**src/rtl/pipe_adder_pkg.sv**
```systemverilog
// rtl/pipe_adder_pkg.sv - shared types and parameter helpers for pipe_adder_n
package pipe_adder_pkg;

  // Per-stage control word: the valid bit tags a real operation (vs. a bubble);
  // carry is the carry out of the chunk that stage has just added.
  typedef struct packed {
    logic valid;
    logic carry;
  } stage_ctrl_t;

  // Bits handled by each pipeline stage.
  function automatic int chunk_width(input int width, input int stages);
    return width / stages;
  endfunction

  // WIDTH must split evenly into STAGES slices of at least one bit.
  function automatic bit params_legal(input int width, input int stages);
    return (stages >= 1) && (stages <= width) && ((width % stages) == 0);
  endfunction

endpackage

```
**src/rtl/adder_stage.sv**
```systemverilog
// rtl/adder_stage.sv - one CHUNK-bit slice of the adder plus its pipeline register
module adder_stage
  import pipe_adder_pkg::*;
#(
  parameter int WIDTH = 32,
  parameter int CHUNK = 8,
  parameter int IDX   = 0
) (
  input  logic              i_clk,
  input  logic              i_rst,
  input  logic              i_advance,
  input  stage_ctrl_t       i_ctrl,
  input  logic [WIDTH-1:0]  i_a,
  input  logic [WIDTH-1:0]  i_b,
  input  logic [WIDTH-1:0]  i_sum,
  output stage_ctrl_t       o_ctrl,
  output logic [WIDTH-1:0]  o_a,
  output logic [WIDTH-1:0]  o_b,
  output logic [WIDTH-1:0]  o_sum
);

  localparam int LSB = IDX * CHUNK;

  logic [CHUNK:0]     w_chunk;
  logic [WIDTH-1:0]   w_sum;
  stage_ctrl_t        r_ctrl;
  logic [WIDTH-1:0]   r_a;
  logic [WIDTH-1:0]   r_b;
  logic [WIDTH-1:0]   r_sum;

  // Add this stage's slice with the incoming carry and splice it into the partial sum.
  always_comb begin
    w_chunk = {1'b0, i_a[LSB +: CHUNK]} + {1'b0, i_b[LSB +: CHUNK]}
            + {{CHUNK{1'b0}}, i_ctrl.carry};
    w_sum = i_sum;
    w_sum[LSB +: CHUNK] = w_chunk[CHUNK-1:0];
  end

  // Pipeline register: the operands travel along so later stages can add their slices.
  always_ff @(posedge i_clk or posedge i_rst) begin
    if (i_rst) begin
      r_ctrl <= '0;
      r_a    <= '0;
      r_b    <= '0;
      r_sum  <= '0;
    end else if (i_advance) begin
      r_ctrl.valid <= i_ctrl.valid;
      r_ctrl.carry <= w_chunk[CHUNK];
      r_a          <= i_a;
      r_b          <= i_b;
      r_sum        <= w_sum;
    end
  end

  assign o_ctrl = r_ctrl;
  assign o_a    = r_a;
  assign o_b    = r_b;
  assign o_sum  = r_sum;

endmodule

```
**src/rtl/pipe_adder_n.sv**
```systemverilog
// rtl/pipe_adder_n.sv - pipelined chunked adder/subtractor with valid/ready; ADD_OVERFLOW_EN enables OV
module pipe_adder_n
  import pipe_adder_pkg::*;
#(
  parameter int WIDTH  = 32,
  parameter int STAGES = 4
) (
  input  logic              CLK,
  input  logic              RST,
  input  logic              Enable,
  input  logic              InValid,
  output logic              InReady,
  input  logic [WIDTH-1:0]  In1,
  input  logic [WIDTH-1:0]  In2,
  input  logic              CI,
  input  logic              Sub,
  output logic              OutValid,
  input  logic              OutReady,
  output logic [WIDTH-1:0]  Out,
  output logic              CO,
  output logic              OV
);

  localparam int CHUNK = chunk_width(WIDTH, STAGES);

  if (!params_legal(WIDTH, STAGES)) begin : g_bad_params
    $error("pipe_adder_n: WIDTH must be a multiple of STAGES, 1 <= STAGES <= WIDTH");
  end

  // Index k is the input of stage k; index STAGES is the last stage's register,
  // which doubles as the output register.
  stage_ctrl_t       w_ctrl [STAGES+1];
  logic [WIDTH-1:0]  w_a    [STAGES+1];
  logic [WIDTH-1:0]  w_b    [STAGES+1];
  logic [WIDTH-1:0]  w_sum  [STAGES+1];
  logic              w_advance;
  logic              w_unused_tail;

  // The whole pipeline moves together; a held result blocks every stage behind it.
  assign w_advance = Enable & (~OutValid | OutReady);
  assign InReady   = w_advance;

  // Subtraction is A + ~B + 1, so the operand is inverted once at entry and CI is replaced.
  assign w_ctrl[0] = '{valid: InValid & w_advance, carry: (Sub ? 1'b1 : CI)};
  assign w_a[0]    = In1;
  assign w_b[0]    = Sub ? ~In2 : In2;
  assign w_sum[0]  = '0;

  for (genvar k = 0; k < STAGES; k++) begin : g_stage
    adder_stage #(
      .WIDTH (WIDTH),
      .CHUNK (CHUNK),
      .IDX   (k)
    ) u_stage (
      .i_clk     (CLK),
      .i_rst     (RST),
      .i_advance (w_advance),
      .i_ctrl    (w_ctrl[k]),
      .i_a       (w_a[k]),
      .i_b       (w_b[k]),
      .i_sum     (w_sum[k]),
      .o_ctrl    (w_ctrl[k+1]),
      .o_a       (w_a[k+1]),
      .o_b       (w_b[k+1]),
      .o_sum     (w_sum[k+1])
    );
  end

  assign OutValid = w_ctrl[STAGES].valid;
  assign Out      = w_sum[STAGES];
  assign CO       = w_ctrl[STAGES].carry;

`ifdef ADD_OVERFLOW_EN
  logic w_msb_cin;
  // Carry into the MSB recovered from the registered MSB operand and sum bits.
  assign w_msb_cin     = w_a[STAGES][WIDTH-1] ^ w_b[STAGES][WIDTH-1] ^ w_sum[STAGES][WIDTH-1];
  assign OV            = w_msb_cin ^ CO;
`else
  assign OV            = 1'b0;
`endif
  // Operands leaving the last stage are only needed for the overflow bit.
  assign w_unused_tail = ^{w_a[STAGES], w_b[STAGES]};

endmodule

```
**config.mk**
```make
export PLATFORM = sky130hd
export DESIGN_NAME = pipe_adder_n
export DESIGN_NICKNAME = d
export VERILOG_FILES = /design/src/rtl/pipe_adder_pkg.sv /design/src/rtl/adder_stage.sv /design/src/rtl/pipe_adder_n.sv
export SDC_FILE = /design/constraint.sdc
export NUM_CORES = 1
export LEC_CHECK = 0
export CORE_ASPECT_RATIO = 1.1
export CORE_MARGIN = 5
export CORE_UTILIZATION = 30
export CTS_BUF_LIST = sky130_fd_sc_hd__clkbuf_8
export CTS_CLUSTER_DIAMETER = 200
export CTS_CLUSTER_SIZE = 12
export DETAILED_ROUTE_END_ITERATION = 8
export GPL_TIMING_DRIVEN = 0
export MAX_ROUTING_LAYER = met4
export SLEW_MARGIN = 25
export SYNTH_ARGS = -nofsm -noshare
export SYNTH_HDL_FRONTEND = slang
export SYNTH_HIERARCHICAL = 1
export SYNTH_SLANG_ARGS = --single-unit
```
**constraint.sdc**
```tcl
create_clock -name CLK -period 3.3 [get_ports CLK]
set_clock_uncertainty 0.1 [all_clocks]
set_input_delay 0.825 -clock CLK [delete_from_list [all_inputs] [get_ports CLK]]
set_output_delay 0.825 -clock CLK [all_outputs]
set_load 0.1 [all_outputs]
```
==> results.sh <==
export IMPL_path_max_fanout=6
export IMPL_die_h_um=189
export IMPL_n_antenna_cell=0
export IMPL_worstMarginPinSlew_ns=1.03
export IMPL_path_cells="clkdlybuf4s50_1, nand2b_1, and2_1, clkdlybuf4s15_2"
export IMPL_fillers=2839
export IMPL_reg2regPathDepth=6
export IMPL_clk_latency_ns=0.44
export IMPL_routed_wl_um=19400
export IMPL_period_needed_ns=3.21
export IMPL_slew_violations=0
export IMPL_gp_congestion=0.768
export IMPL_first_pass_iters=4
export IMPL_cts_sinks=184
export IMPL_antenna_found_initial=0
export IMPL_postCtsSetupBuffers=0
export IMPL_hold_ws_ns=0.384
export IMPL_syn2layout_area_growth_pct=22.4
export IMPL_min_delay_worst_endpoint="g_stage[3].u_stage/o_sum[4]"
export IMPL_layout_cells_non_filler=1172
export IMPL_cts_resized=3
export IMPL_cp_num_buf_inv=2
export IMPL_fmax_mhz=311
export IMPL_highest_layer="met4"
export IMPL_r2r_end="g_stage[1].u_stage/o_sum[14]"
export IMPL_min_from="g_stage[2].u_stage/o_sum[4]"
export IMPL_maxCapViolCount=0
export IMPL_wl_met1_um=9020
export IMPL_synth_cells=664
export IMPL_post_drt_wl_per_cell_um=16.6
export IMPL_overflow=0
export IMPL_final_common_cell="dfrtp_1"
export IMPL_avgSynthCellArea_um2=13.2
export IMPL_worst_slack_ns=0.0887
export IMPL_worstSetupPathType="input port to output pin"
export IMPL_outcome="complete, no violations"
export IMPL_r2r_setup_slack_ns=0.79
export IMPL_postPlaceCellArea_mm2=0.0104
export IMPL_leakagePower_nw=4.55
export IMPL_grt_max_degree=35
export IMPL_ant_nets=0
export IMPL_yosysWarnings=6
export IMPL_start_util_pct=30.4
export IMPL_dp_slack_ns=-0.533
export IMPL_rsz0062_at_grt="no"
export IMPL_wl_met3_um=714
export IMPL_detailroute_via_count=5422
export IMPL_grt_pass1_vias=5707
export IMPL_num_rows=65
export IMPL_cts_made_buffers=17
export IMPL_final_util_pct=37.2
export IMPL_hold_class="register to register"
export IMPL_drtIter0Drc=167
export IMPL_cts_tree="yes"
export IMPL_hpwl_um=14700
export IMPL_avgViaCountPerCell=4.63
export IMPL_min_path_cells=1
export IMPL_core_mm2=0.0288
export IMPL_fin_crit_sh_pct=97.3
export IMPL_grt_pass1_wl_um=31600
export IMPL_fp_dieW_um=173
export IMPL_power_density_mw_per_mm2=962
export IMPL_wl_met2_um=9570
export IMPL_max_slew_margin_pct=31.3
export IMPL_cts_hold_buf=0
export IMPL_io_pins=107
export IMPL_dp_cells=1140
export IMPL_final_cell_mix="184 x dfrtp_1, 103 x clkdlybuf4s50_1, 88 x mux2_2, 70 x mux2_1, 36 x xor2_1"
export IMPL_hold_viol_final=0
export IMPL_fin_nets=898
export IMPL_synthesis_nets=771
export IMPL_power_mw=10.3
export IMPL_cpPeakStageDelay_ns=0.61
export IMPL_critPathArrivalTime_ns=2.29
export IMPL_h_tree_depth=4
export IMPL_clock_root_buffer="clkbuf_8"
export IMPL_cts_buffer_depth=2
export IMPL_startpoint_type="input port"
export IMPL_drive_gt1_share_pct=23.1
export IMPL_clk_pin_slew_ns=0.10
export IMPL_final_setup_tns_ns=0
export IMPL_grt_usage_pct=12.6
export IMPL_die_area_mm2=0.0327
export IMPL_io_buffer_count=104
export IMPL_design_area_mm2=0.0107
export IMPL_syn_area_mm2=0.00876
export IMPL_slowest_stage="clkdlybuf4s15_2"
export IMPL_cp_required_ns=2.37
export IMPL_critical_path_top_delay_family="buffers and inverters"
export IMPL_drc=0
export IMPL_finalSetupViolCount=0
export IMPL_rr_startpoint="g_stage[0].u_stage/o_ctrl[0]"
export IMPL_ir_drop_mv=0.508
export IMPL_worst_setup_path_end_kind="output pin"
[worst max-delay path by stage]
stage                  start                           end  slack, ns  cells after the start
global placement         RST    g_stage[0].u_stage/o_b[22]      -0.58                      2
finish              OutReady                       InReady       0.09                      4
CTS                 OutReady                       InReady       0.06                      4
global route        OutReady                       InReady       0.03                      4
detailed placement  OutReady                       InReady      -0.53                      4
floorplan                Sub  g_stage[0].u_stage/o_ctrl[0]       0.25                      8
[flip-flops by register name, summed over array words and instances (netlist names)]
signal                  flops
g_stage.u_stage/o_sum      80
g_stage.u_stage/o_ctrl      8
g_stage.u_stage/o_b        48
g_stage.u_stage/o_a        48
[power by group]
| group | internal [mW] | switching, mW |
|---|---|---|
| Clock | 0.634 | 0.804 |
| Combinational | 1.95 | 3.17 |
| Sequential | 3.20 | 0.558 |
[worst reg2reg max path: cells and delay by family (launching register included)]
family	cells	cell delay, ns
fa+ha+maj	2	0.97
compound gates	2	0.50
simple gates	2	0.43
flops	1	0.42
[cell type report]
class,count,area (um2),share of cell area (%)
sequential,184,4600,42.9
multi-input combinational,417,3800,35.5
timing repair buffer,108,1130,10.5
tap,368,460,4.29
buffer,45,284,2.65
clock buffer,19,262,2.44
clock inverter,13,105,0.980
inverter,18,72.6,0.677
[layer usage]
metal / global-route usage (%) / vias up
met5: - / -
met4: 2.39 / 0
met3: 3.02 / 9
met2: 20.4 / 94
met1: 16.3 / 2724
li1: - / 2595
Power figures use the tool's default switching activity.
